`src/rtl/axi_write_req_gen.sv`:
```
// ============================================================================
// Module   : axi_write_req_gen
// Brief    : Single-outstanding AXI write burst generator (AW, W, B sequencing)
//            with a zero-latency data pass-through. Optional B-response
//            watchdog enabled by defining AXI_WR_TIMEOUT_EN.
// Revision : 1.0 - initial release
// ============================================================================
`default_nettype none

module axi_write_req_gen #(
    parameter int AW             = 32,
    parameter int TIMEOUT_CYCLES = 256
) (
    input  logic          clk,
    input  logic          resetn,
    input  logic          req_valid,
    output logic          req_ready,
    input  logic [AW-1:0] req_addr,
    input  logic [7:0]    req_len,
    input  logic [2:0]    req_size,
    input  logic [1:0]    req_burst,
    input  logic          din_valid,
    output logic          din_ready,
    input  logic [63:0]   din_data,
    input  logic [7:0]    din_strb,
    output logic [AW-1:0] awaddr_in,
    output logic [7:0]    awlen_in,
    output logic [2:0]    awsize_in,
    output logic [1:0]    awburst_in,
    output logic          awvalid_in,
    input  logic          axi_awready,
    output logic [63:0]   wdata_in,
    output logic [7:0]    wstrb_in,
    output logic          wlast,
    output logic          wvalid_in,
    input  logic          axi_wready,
    input  logic          axi_bvalid,
    input  logic [1:0]    axi_bresp,
    output logic          bready_in,
    output logic          done_valid,
    output logic [1:0]    done_resp
);

    localparam logic [1:0] c_IDLE = 2'd0;
    localparam logic [1:0] c_ADDR = 2'd1;
    localparam logic [1:0] c_DATA = 2'd2;
    localparam logic [1:0] c_RESP = 2'd3;
    localparam logic [1:0] c_RESP_SLVERR = 2'b10;

    logic [1:0]    r_state;
    logic [1:0]    w_state_nxt;
    logic          r_req_ready;
    logic [AW-1:0] r_awaddr;
    logic [7:0]    r_awlen;
    logic [2:0]    r_awsize;
    logic [1:0]    r_awburst;
    logic [7:0]    r_beat_cnt;
    logic          r_done_valid;
    logic [1:0]    r_done_resp;

    logic w_in_data;
    logic w_req_hs;
    logic w_w_hs;
    logic w_last_beat;
    logic w_timeout;
    logic w_finish;

    assign w_in_data   = (r_state == c_DATA);
    assign w_req_hs    = req_valid && r_req_ready;
    assign w_w_hs      = w_in_data && din_valid && axi_wready;
    assign w_last_beat = (r_beat_cnt == r_awlen);
    assign w_finish    = (r_state == c_RESP) && (axi_bvalid || w_timeout);

`ifdef AXI_WR_TIMEOUT_EN
    localparam int c_TW = $clog2(TIMEOUT_CYCLES + 1);
    localparam logic [c_TW-1:0] c_TO_LAST = c_TW'(TIMEOUT_CYCLES - 1);

    logic [c_TW-1:0] r_to_cnt;

    // Counts silent RESP cycles; held at zero everywhere else so each RESP entry starts fresh.
    always_ff @(posedge clk) begin
        if (!resetn) begin
            r_to_cnt <= '0;
        end else if (r_state != c_RESP) begin
            r_to_cnt <= '0;
        end else if (!axi_bvalid) begin
            r_to_cnt <= r_to_cnt + c_TW'(1);
        end
    end

    assign w_timeout = (r_state == c_RESP) && !axi_bvalid && (r_to_cnt == c_TO_LAST);
`else
    assign w_timeout = 1'b0;
`endif

    always_comb begin
        w_state_nxt = r_state;
        case (r_state)
            c_IDLE:  if (w_req_hs)                 w_state_nxt = c_ADDR;
            c_ADDR:  if (axi_awready)              w_state_nxt = c_DATA;
            c_DATA:  if (w_w_hs && w_last_beat)    w_state_nxt = c_RESP;
            c_RESP:  if (axi_bvalid || w_timeout)  w_state_nxt = c_IDLE;
            default:                               w_state_nxt = c_IDLE;
        endcase
    end

    // req_ready is registered so it stays low for the first cycle out of reset.
    always_ff @(posedge clk) begin
        if (!resetn) begin
            r_state      <= c_IDLE;
            r_req_ready  <= 1'b0;
            r_awaddr     <= '0;
            r_awlen      <= '0;
            r_awsize     <= '0;
            r_awburst    <= '0;
            r_beat_cnt   <= '0;
            r_done_valid <= 1'b0;
            r_done_resp  <= '0;
        end else begin
            r_state      <= w_state_nxt;
            r_req_ready  <= (w_state_nxt == c_IDLE);
            r_done_valid <= w_finish;
            if (w_req_hs) begin
                r_awaddr   <= req_addr;
                r_awlen    <= req_len;
                r_awsize   <= req_size;
                r_awburst  <= req_burst;
                r_beat_cnt <= '0;
            end else if (w_w_hs && !w_last_beat) begin
                r_beat_cnt <= r_beat_cnt + 8'd1;
            end
            if (w_finish) begin
                r_done_resp <= axi_bvalid ? axi_bresp : c_RESP_SLVERR;
            end
        end
    end

    assign req_ready  = r_req_ready;
    assign awaddr_in  = r_awaddr;
    assign awlen_in   = r_awlen;
    assign awsize_in  = r_awsize;
    assign awburst_in = r_awburst;
    assign awvalid_in = (r_state == c_ADDR);
    assign wvalid_in  = w_in_data && din_valid;
    assign din_ready  = w_in_data && axi_wready;
    assign wdata_in   = w_in_data ? din_data : 64'd0;
    assign wstrb_in   = w_in_data ? din_strb : 8'd0;
    assign wlast      = w_in_data && w_last_beat;
    assign bready_in  = (r_state == c_RESP);
    assign done_valid = r_done_valid;
    assign done_resp  = r_done_resp;

endmodule

`default_nettype wire

```
`config.mk`:
```
export PLATFORM = sky130hd
export DESIGN_NAME = axi_write_req_gen
export DESIGN_NICKNAME = d
export VERILOG_FILES = /design/src/rtl/axi_write_req_gen.sv
export SDC_FILE = /design/constraint.sdc
export NUM_CORES = 1
export LEC_CHECK = 0
export ABC_AREA = 1
export CAP_MARGIN = 20
export CORE_ASPECT_RATIO = 1.4
export CORE_MARGIN = 4
export CORE_UTILIZATION = 29
export CTS_CLUSTER_DIAMETER = 200
export DETAILED_ROUTE_END_ITERATION = 8
export PLACE_DENSITY_LB_ADDON = 0.12
export SLEW_MARGIN = 20
export SYNTH_ARGS = -nofsm -noshare
export SYNTH_HDL_FRONTEND = slang
export SYNTH_SLANG_ARGS = --single-unit
```
`constraint.sdc`:
```
create_clock -name clk -period 1.23 [get_ports clk]
set_clock_uncertainty 0.1 [all_clocks]
set_input_delay 0.3075 -clock clk [delete_from_list [all_inputs] [get_ports clk]]
set_output_delay 0.3075 -clock clk [all_outputs]
set_load 0.05 [all_outputs]
```
======== Word-level counts from Yosys, hierarchy flattened ========
Index checks and enable logic that the tools add are counted.
cells by class
  muxes and demuxes ....................... 8
  bitwise gates (word level) .............. 1
  equality and inequality tests ........... 4
  add/sub/neg operators ................... 1
  reductions and logical operators ........ 12
operator list
  kind                 count
  $mux 64              1
  $mux 2               5
  $add 8x1->8 const B  1
  $eq 8x8->1           1
  $logic_and 1x1->1    8
  $mux 8               1
  $pmux 2 s4           1
  $eq 2x2->1 const B   2
  $logic_not 2->1      2
  $eq 2x1->1 const B   1
  $reduce_or 2->1      1
  $logic_not 1->1      1
  $not 1->1            1
word-level totals
  register bits after elaboration ......... 59
  bits of input ports ..................... 126
  output and inout port bits .............. 126
  word-level logic and storage cells ...... 35

======== Longest topological paths before layout ========
Gate-level depths: netlist of run 1.
  word-level depth ........................ 7
  depth in mapped cells ................... 10
  mapped depth without buffers ............ 9

======== Least setup slack after synthesis of run 1 ========
No wires, ideal clock.
  path type ............................... reg2out
  from .................................... register r_awlen[0] (netlist: awlen_in[0])
  to ...................................... output wlast
  buffers on the path ..................... 0
  required time ........................... 822 ps
  cell stages (with the launch flop) ...... 6
  arrival time ............................ 1,815 ps
  setup slack ............................. -992 ps
  path through ............................ dfxtp_1 xnor2_1 nand2_1 nor2_2 nand2_4 nor2_1
on the way
  word-level cells in the longest chain between the ends .. 2
ends and longest elaborated chain
  what                    line  source
  from (decl)             54    logic [7:0] r_awlen;
  from (signal assigned)  125   r_awlen <= req_len;
  $eq 8x8->1              71    assign w_last_beat = (r_beat_cnt == r_awlen);
  $logic_and 1x1->1       148   assign wlast = w_in_data && w_last_beat;
  to (decl)               34    output logic wlast,
No other way between the ends.

======== Worst setup path after layout of run 1 ========
  from .................................... register r_state[0]
  to ...................................... output wdata_in[50]
on the way
  word-level cells in the longest chain between the ends .. 2
ends and longest elaborated chain
  what                    line  source
  from (decl)             50    logic [1:0] r_state;
  from (signal assigned)  110   r_state <= c_IDLE;
  from (signal assigned)  120   r_state <= w_state_nxt;
  $eq 2x2->1              68    assign w_in_data = (r_state == c_DATA);
  $mux 64                 146   assign wdata_in = w_in_data ? din_data : 64'd0;
  to (decl)               32    output logic [63:0] wdata_in,
No other way between the ends.

==> results of run 1 <==
per-layer routing:
metal | track usage [%] | wire, um | vias to the layer above
met3 | 10.01 | 1648 | 31
met2 | 45.75 | 8689 | 191
li1 | - | - | 2002
met5 | 0 | 0 | -
met1 | 21.25 | 4989 | 1896
met4 | 8.197 | 552 | 0
cells in the mapped netlist (all sizes together):
cell type / number
a21oi: 14
buf: 8
clkbuf: 15
clkinv: 1
dfxtp: 59
ha: 1
inv: 89
nand2: 42
nand3: 12
nand3b: 2
nor2: 171
nor3: 2
o21ai: 47
or2: 1
xnor2: 5
xor2: 4
final timing paths:
check / startpoint / to / depth (start not counted)
hold / removal: resetn / req_ready$_SDFF_PN0_ / 4
hold reg to reg: done_resp[1]$_SDFFE_PN0P_ / done_resp[1]$_SDFFE_PN0P_ / 2
setup reg to reg: r_state[0]$_SDFF_PN0_ / r_beat_cnt[1]$_SDFFE_PP0P_ / 8
setup / recovery: r_state[0]$_SDFF_PN0_ / wdata_in[50] / 5
cell type report:
class	instances	area, um2	share of cell area (%)
timing repair buffer	311	4507	52.24
multi-input combinational	302	2039	23.64
sequential	59	1275	14.78
inverter	90	351.6	4.075
clock buffer	10	229.0	2.654
tap	135	168.9	1.958
clock inverter	5	53.80	0.6236
antenna	1	2.502	0.02901
critical path: cells and delay by family (launching register included):
| family | cells | cell delay [ns] |
|---|---|---|
| simple gates | 2 | 0.28 |
| buf+inv | 3 | 0.47 |
| flops | 1 | 0.33 |
logic make-up (layout without fill, tap and decap cells):
logic type,Yosys count,count (layout),synth area share (%)
AND/OR/NAND/NOR,230,231,31.71
buffers and inverters,113,416,14.90
AO/OA/AOI/OAI,61,61,10.33
flip-flops,59,59,39.97
XOR/XNOR,9,9,2.667
adder cells (fa/ha/maj),1,1,0.4233
other,0,1,0
power by group through the flow:
stage | combinational (mW) | sequential [mW] | clock [mW]
3_3_place_gp | 3.42 | 2.31 | 0
4_1_cts | 3.67 | 2.32 | 2.44
2_1_floorplan | 1.12 | 2.82 | 0
5_1_grt | 4.04 | 2.34 | 2.53
3_5_place_dp | 3.48 | 2.32 | 0
6_report | 3.86 | 2.32 | 2.40
cells in the final DEF (no fill, tap or decap), types with 7 or more instances in the layout:
cell type,netlist,layout
a21oi_1,14,10
buf_12,0,123
buf_4,0,23
buf_6,1,26
clkbuf_16,0,14
clkdlybuf4s50_1,0,123
dfxtp_2,0,45
dfxtp_4,0,10
inv_1,88,84
nand2_1,39,29
nand2_2,1,7
nand3_1,11,8
nor2_1,168,93
nor2_4,1,76
o21ai_0,41,32
o21ai_1,6,13
stage by stage:
step           TNS, ns  total power [mW]
5_1_grt         -51.06             8.906
2_1_floorplan   -15.78             3.942
3_5_place_dp    -42.10             5.793
6_report        -45.90             8.589
3_3_place_gp    -39.09             5.725
4_1_cts         -45.92             8.426
what timing repair did:
| item | in CTS | in global routing |
|---|---|---|
| gates cloned | 3 | 7 |
| gates resized for setup | 95 | 46 |
| buffers inserted | 6 | 8 |
| hold buffers | 0 | 0 |
| endpoints found under the setup margin | 173 | 175 |
| pin swaps | 8 | 14 |
registers in the layout (all words and copies together) (netlist names):
signal and count:
awaddr_in 32, done_resp 2, req_ready 1, r_beat_cnt 8, awburst_in 2, awlen_in 8, done_valid 1, awsize_in 3
r_state 2
==> flow_summary_export.csv, run 1 <==
group,metric,value,unit
setup_path,crit_chain,"inv_4 > nand2_8 > buf_16 > nor2_4 > buf_6",
setup_path,critPathMaxFanout,11,
routing,drc_errors,0,
synthesis,ys_ff_latch,59,
timing,grt_setup_unrepaired,"true",
routing,postRouteWirelength,15880,um
placement,routabilityCongestion,0.7944,
cts,clkLatencyLatePin,0.33,ns
finish,fillers,498,
floorplan,fp.dieH,127.4,um
setup_path,start_kind,"flip-flop",
grt,grt_pass1_vias,4131,
power,internal-power,5.583,mW
power,switching_share,35.00,%
synthesis,avgSynthCellArea,6.248,um2
cts,cts_sinks,59,
timing,timing.hold.ws,0.3816,ns
floorplan,start_util,29.69,%
power,combPwrFrac,45.0,%
placement,port_buffers,251,
placement,placedCellCount,877,
grt,grt_pass1_wl,21620,um
floorplan,fp-row-count,43,
setup_path,cp_slowest_cell,"dfxtp_2",
synthesis,synthTopCellsByArea,"dfxtp_1 (40%), nor2_1 (21%), inv_1 (11%), o21ai_0 (6.9%), nand2_1 (5.0%)",
placement,dpl_cell_area,7650,um2
grt,grtUsageTotal,23.58,%
synthesis,ys_seq_area_share,39.97,%
power,seq_power_share,27.0,%
synthesis,yosysTopAreaCell,"dfxtp_1",
timing,drv_slew,0,
synthesis,yosys_warnings,0,
floorplan,io_pins,252,
cts,cts_max_level,3,
timing,post-route-period-util,148.3,%
routing,vias,4120,
finish,layout.cells.non_filler,913,
floorplan,coreArea,9953,um2
grt,grt_start_max_net_pins,46,
synthesis,syn_area,2955,um2
synthesis,synthCells,473,
finish,post-route-util,86.68,%
routing,avgRoutedWirePerCell,17.39,um
timing,setup-violations-final,105,
synthesis,synth_top_area_share,39.97,%
run_status,outcome,"finished with violations",
synthesis,synthesis.nets,600,
cts,path_clk_slew,0.05,ns
power,powerDensity,995.6,nW/um2
setup_path,cp.arrival,1.42,ns
setup_path,critPathKind,"reg2out",
finish,nets,900,
floorplan,fp.dieW,93.32,um
finish,drive_gt1_share,47.36,%
setup_path,required,0.82,ns
setup_path,endpoint_kind,"primary output",
cts,cts_made_buffers,9,
hold_path,hold_class,"in2reg",
timing,slew_headroom,80.80,%
timing,fin_ws,-0.5945,ns
routing,drtPass1Iterations,6,
finish,syn2layout_area_growth,191.9,%
cts,cts_tree,"built",
floorplan,dieArea,11890,um2
grt,antenna_found_initial,1,
cts,cts_root_buf,"clkbuf_16",
timing,hold_viol_final,0,
placement,pre_cts_slack,-0.4624,ns
grt,globalRoute.totalOverflow,0,
power,leakagePower,3.642,nW
timing,tightest_slew,0.2875,ns
routing,dr.first_iter.drc_count,78,
setup_path,rrSetupSlack,-0.38,ns
timing,fmax,0.5481,GHz
power,switching_power,3.007,mW
placement,dp_hpwl,11130,um
routing,vias_per_cell,4.513,
run_status,violations,"negative setup slack",
timing,fin_crit,1.824,ns
power,clockPowerShare,28.0,%
cts,clockBufferDepth,2,
flow_run,maxCapViolations,0,
routing,antenna_left,0,
power,vdd_ir_drop_max,1.191,mV
setup_path,cpPeakStageDelay,0.33,ns
finish,stdcell_area,8627,um2
synthesis,synth.distinct_cells,25,
No activity file was read; power rests on OpenSTA's default activity.
==> inputs of run 2 (changes only) <==
- PLACE_DENSITY_LB_ADDON: 0.12 -> 0.3
==> flow_summary_export.csv, run 2 (synthesis results as in run 1) <==
group,metric,value,unit
setup_path,crit_family,"simple AND/OR/NAND/NOR gates",
timing,tns,-46.28,ns
finish,final_cell_mix,"buf_12 (129), clkdlybuf4s50_1 (123), nor2_1 (90)",
timing,tightest_slew,0.3328,ns
cts,path_clk_slew,0.05,ns
setup_path,start_kind,"flip-flop",
setup_path,rrSetupSlack,-0.48,ns
timing,fmax,0.5335,GHz
power,internal-power,5.741,mW
finish,insertedDiodeCount,0,
grt,globalRouteMet1Util,25.98,%
placement,pre_cts_slack,-0.5181,ns
floorplan,start_util,29.69,%
power,clockPowerShare,28.3,%
finish,syn2layout_area_growth,200.8,%
grt,antenna_found_initial,0,
finish,multi_input_area,2126,um2
power,finalPower,9.012,mW
cts,cts_made_buffers,9,
routing,dr.first_iter.drc_count,259,
setup_path,cp.arrival,1.47,ns
setup_path,timing.critical_path.from,"awlen_in[6]$_SDFFE_PN0P_",
placement,dpl_cell_area,7752,um2
routing,vias,4563,
finish,stdcell_area,8889,um2
floorplan,fp-row-count,43,
grt,globalRoute.totalOverflow,0,
timing,grt_setup_unrepaired,"true",
setup_path,critPathKind,"reg2out",
setup_path,crit_path_frequent_cell,"nor2_4",
power,leakagePower,3.744,nW
timing,slew_headroom,77.78,%
cts,cts_max_level,3,
finish,layout.cells.non_filler,931,
cts,cts_root_buf,"clkbuf_16",
setup_path,cp.depth,6,
placement,routabilityCongestion,0.7912,
run_status,violations,"negative setup slack",
timing,hold_viol_final,0,
floorplan,io_pins,252,
setup_path,endpoint_kind,"primary output",
hold_path,hold_class,"reg2reg",
setup_path,required,0.82,ns
timing,fin_crit,1.874,ns
setup_path,critPathMaxFanout,2,
grt,use_met3,8.716,%
timing,post-route-period-util,152.4,%
cts,cts_tree,"built",
finish,nets,918,
finish,fillers,392,
placement,dp_hpwl,11530,um
cts,cts_sinks,59,
timing,fin_ws,-0.6445,ns
floorplan,dieArea,11890,um2
power,switching_share,36.30,%
setup_path,crit_buf_inv,1,
routing,avgRoutedWirePerCell,21.12,um
timing,timing.hold.ws,0.4077,ns
power,powerDensity,1014,nW/um2
power,seq_power_share,26.2,%
routing,antenna_left,0,
timing,drv_slew,0,
finish,largest_reg_flops,32,
placement,port_buffers,251,
grt,grt_start_max_net_pins,42,
cts,clkLatencyLatePin,0.34,ns
setup_path,reg2reg_to,"r_beat_cnt[0]$_SDFFE_PP0P_",
setup_path,cp_slowest_cell,"dfxtp_4",
routing,vias_per_cell,4.901,
setup_path,cpPeakStageDelay,0.36,ns
cts,clockBufferDepth,2,
power,combPwrFrac,45.5,%
power,vdd_ir_drop_max,1.242,mV
grt,grt_pass1_vias,4541,
routing,postRouteWirelength,19660,um
grt,grt.met2_usage,53.20,%
routing,drtPass1Iterations,4,
run_status,outcome,"finished with violations",
grt,grt.busiest_layer,"met2",
timing,setup-violations-final,134,
floorplan,coreArea,9953,um2
floorplan,fp.dieW,93.32,um
grt,grt_pass1_wl,24660,um
setup_path,crit_chain,"xnor2_2 > nand2_2 > nor2_4 > nand2_4 > nor2_4 > buf_12",
finish,post-route-util,89.30,%
grt,grtUsageTotal,27.04,%
floorplan,fp.dieH,127.4,um
finish,regArea,1289,um2
finish,layout_commonest_cell,"buf_12",
setup_path,r2r_start,"awlen_in[6]$_SDFFE_PN0P_",
setup_path,crit_end,"wlast",
flow_run,maxCapViolations,0,
placement,placedCellCount,884,
power,switching_power,3.272,mW
finish,drive_gt1_share,50.38,%
setup_path,r2r_cells,9,
routing,drc_errors,0,
[run 2: worst min-delay path by stage]
stage | startpoint | endpoint | slack (ns) | cells after the start
floorplan | req_addr[23] | awaddr_in[23]$_SDFFE_PN0P_ | 0.35 | 2
global placement | done_resp[1]$_SDFFE_PN0P_ | done_resp[1]$_SDFFE_PN0P_ | 0.38 | 2
detailed placement | done_resp[1]$_SDFFE_PN0P_ | done_resp[1]$_SDFFE_PN0P_ | 0.39 | 2
CTS | done_resp[1]$_SDFFE_PN0P_ | done_resp[1]$_SDFFE_PN0P_ | 0.38 | 2
global route | awburst_in[0]$_SDFFE_PN0P_ | awburst_in[0]$_SDFFE_PN0P_ | 0.42 | 2
finish | done_resp[1]$_SDFFE_PN0P_ | done_resp[1]$_SDFFE_PN0P_ | 0.41 | 2
[run 2: power groups by stage]
stage	logic, mW	registers [mW]	clock network, mW
finish	4.10	2.36	2.55
detailed placement	3.54	2.32	0
global route	4.25	2.38	2.63
global placement	3.47	2.31	0
floorplan	1.12	2.82	0
CTS	3.76	2.33	2.53
[run 2: cell type report]
type                       instances  area share (%)
inverter                          90           3.970
clock buffer                      12           2.773
clock inverter                     4          0.5490
sequential                        59           14.50
tap                              135           1.900
multi-input combinational        303           23.92
timing repair buffer             328           52.39
[run 2: routing by layer]
metal	vias to the layer above	wire, um
met3	61	1861
met2	306	10830
met4	0	808
li1	2036	-
met1	2160	6159
met5	-	0
[run 2: worst reg2reg max path, stage by stage (launching register included)]
cell     delay, ns
dfxtp_4       0.36
xnor2_2       0.20
nand2_2       0.11
nor2_4        0.13
nand2_4       0.07
buf_4         0.13
buf_4         0.18
nand2_8       0.13
nand2_2       0.06
a21oi_1       0.16
[run 2: repair_timing]
item	4_1_cts	5_1_grt
pin swaps	14	21
endpoints found under the setup margin	174	149
hold buffers	0	0
hold endpoints to repair	0	0
cloned	4	5
buffers inserted	10	16
resized for setup	110	52
==> inputs of run 3 (changes only) <==
- ABC_AREA: 1 -> 0
- CORE_ASPECT_RATIO: 1.4 -> unset
- RECOVER_POWER: unset -> 25
==> flow_summary_export.csv, run 3 <==
group,metric,value,unit
floorplan,dieArea,11770,um2
timing,tightest_slew,0.3945,ns
synthesis,synthTopCellsByArea,"dfxtp_1 (40%), and2_1 (17%), nand2_1 (13%), a21boi_0 (12%), clkbuf_1 (2.8%)",
cts,cts_root_buf,"clkbuf_8",
timing,fin_crit,1.958,ns
power,leakagePower,3.531,nW
floorplan,coreArea,9819,um2
cts,clkLatencyLatePin,0.34,ns
setup_path,critPathKind,"reg2out",
finish,layout_commonest_cell,"buf_12",
setup_path,cp.arrival,1.55,ns
timing,grt_setup_unrepaired,"true",
floorplan,io_pins,252,
synthesis,synth-edff-count,0,
finish,syn2layout_area_growth,191.2,%
cts,cts_tree,"built",
synthesis,ys_ff_latch,59,
cts,hold_buffers,0,
run_status,violations,"negative setup slack",
synthesis,netlist_top_cells_count,"nand2_1 (103), and2_1 (78), dfxtp_1 (59)",
setup_path,critPathMaxFanout,6,
synthesis,ys_seq_area_share,40.34,%
timing,drv_slew,0,
flow_run,maxCapViolations,0,
synthesis,yosysTopAreaCell,"dfxtp_1",
routing,drc_errors,0,
floorplan,fp-row-count,36,
power,finalPower,7.246,mW
synthesis,synth.distinct_cells,34,
cts,cts_sinks,59,
setup_path,cp_slowest_cell,"dfxtp_1",
finish,largest_reg_flops,32,
setup_path,crit_path_frequent_cell,"buf_12",
finish,post-route-util,86.81,%
cts,clockBufferDepth,2,
synthesis,syn_area,2928,um2
setup_path,required,0.82,ns
finish,nets,802,
routing,vias,3824,
grt,grt_start_max_net_pins,40,
synthesis,avgSynthCellArea,8.021,um2
timing,post-route-period-util,159.2,%
grt,grt_pass1_wl,21320,um
synthesis,synth.most_common_cell,"nand2_1",
power,vdd_ir_drop_max,0.8876,mV
synthesis,synthesis.nets,492,
routing,postRouteWirelength,16770,um
routing,drtPass1Iterations,4,
synthesis,synth_top_area_share,40.34,%
timing,hold_viol_final,0,
routing,avgRoutedWirePerCell,20.62,um
routing,vias_per_cell,4.704,
synthesis,synthCells,365,
timing,setup-violations-final,165,
setup_path,cpPeakStageDelay,0.32,ns
timing,slew_headroom,73.50,%
finish,final_cell_mix,"buf_12 (134), clkdlybuf4s50_1 (123), and2_4 (76)",
grt,grtUsageTotal,23.85,%
cts,cts_max_level,3,
grt,antenna_found_initial,0,
placement,dp_hpwl,11330,um
synthesis,synth_ff_type,"dfxtp_1",
hold_path,hold_class,"reg2reg",
cts,path_clk_slew,0.07,ns
setup_path,crit_family,"simple AND/OR/NAND/NOR gates",
run_status,outcome,"finished with violations",
power,powerDensity,850.1,nW/um2
finish,insertedDiodeCount,0,
grt,grt_pass1_vias,3774,
placement,dpl_cell_area,7416,um2
routing,antenna_left,0,
routing,dr.first_iter.drc_count,175,
finish,stdcell_area,8524,um2
setup_path,endpoint_kind,"primary output",
synthesis,yosys_warnings,0,
floorplan,fp.dieH,108.5,um
setup_path,crit_buf_inv,3,
timing,tns,-60.89,ns
floorplan,fp.dieW,108.5,um
timing,fin_ws,-0.7279,ns
timing,fmax,0.5108,GHz
grt,globalRoute.totalOverflow,0,
cts,cts_made_buffers,9,
finish,drive_gt1_share,60.88,%
placement,port_buffers,251,
floorplan,start_util,29.82,%
synthesis,synthArstFlopShare,0,%
setup_path,crit_chain,"and2b_4 > buf_12 > clkbuf_16 > and2_4 > buf_12",
setup_path,start_kind,"flip-flop",
placement,routabilityCongestion,0.8514,
run 3: final timing paths:
kind         depth (start not counted)  slack [ns]                          to                       from
max                                  5       -0.73                wdata_in[52]      r_state[0]$_SDFF_PN0_
min                                  2        0.37   awaddr_in[3]$_SDFFE_PN0P_  awaddr_in[3]$_SDFFE_PN0P_
max reg2reg                          8       -0.70  r_beat_cnt[6]$_SDFFE_PP0P_      r_state[0]$_SDFF_PN0_
min reg2reg                          2        0.37   awaddr_in[3]$_SDFFE_PN0P_  awaddr_in[3]$_SDFFE_PN0P_
run 3: cells by family (layout without fill, tap and decap cells):
| group | count (synthesis) | after routing | synth area share [%] |
|---|---|---|---|
| AND/OR/NAND/NOR | 202 | 202 | 34.57 |
| AO/OA/AOI/OAI | 63 | 63 | 16.84 |
| multiplexers | 2 | 2 | 0.6838 |
| flip-flops | 59 | 59 | 40.34 |
| XOR/XNOR | 11 | 11 | 3.547 |
| adder cells (fa/ha/maj) | 1 | 1 | 0.4273 |
| buffers and inverters | 27 | 342 | 3.590 |
run 3: worst register-to-register path, cell delays in order, from the launching register on:
cell and delay (ns):
dfxtp_1 0.32, and2b_4 0.30, buf_12 0.15, buf_8 0.11, buf_6 0.09, nand3_4 0.09, a2111oi_4 0.28, a31oi_1 0.15
a41o_1 0.22
run 3: report_power, final:
group          internal, mW  total [mW]  switching [mW]
Sequential             2.03        2.14           0.113
Combinational          1.88        3.51            1.63
Clock                 0.837        1.59           0.754
run 3: per-stage QoR:
step | instances | hold slack [ns] | worst slack (ns)
floorplan | 365 | 0.3414 | -0.5575
global placement | 766 | 0.3858 | -0.6473
detailed placement | 766 | 0.3941 | -0.6927
CTS | 799 | 0.3745 | -0.7295
global route | 813 | 0.3888 | -0.7956
finish | 813 | 0.3711 | -0.7279
run 3: metal layers:
layer | vias up | routed length (um) | GRT usage [%]
li1 | 1791 | - | -
met2 | 181 | 8871 | 43.82
met4 | 0 | 377 | 7.033
met3 | 26 | 1624 | 10.15
met1 | 1826 | 5892 | 24.45
met5 | - | 0 | 0
run 3: area by class of cell:
class | count | area, um2
clock buffer | 14 | 162.7
clock inverter | 2 | 10.01
fill | 471 | 1295
inverter | 2 | 10.01
multi-input combinational | 279 | 2191
sequential | 59 | 1279
tap | 133 | 166.4
timing repair buffer | 324 | 4706
run 3: repair_timing:
| item | in CTS | in global routing |
|---|---|---|
| gates resized for setup | 140 | 72 |
| cloned | 3 | 8 |
| pin swaps | 28 | 41 |
| setup buffers | 15 | 10 |
| setup endpoints to repair | 179 | 182 |
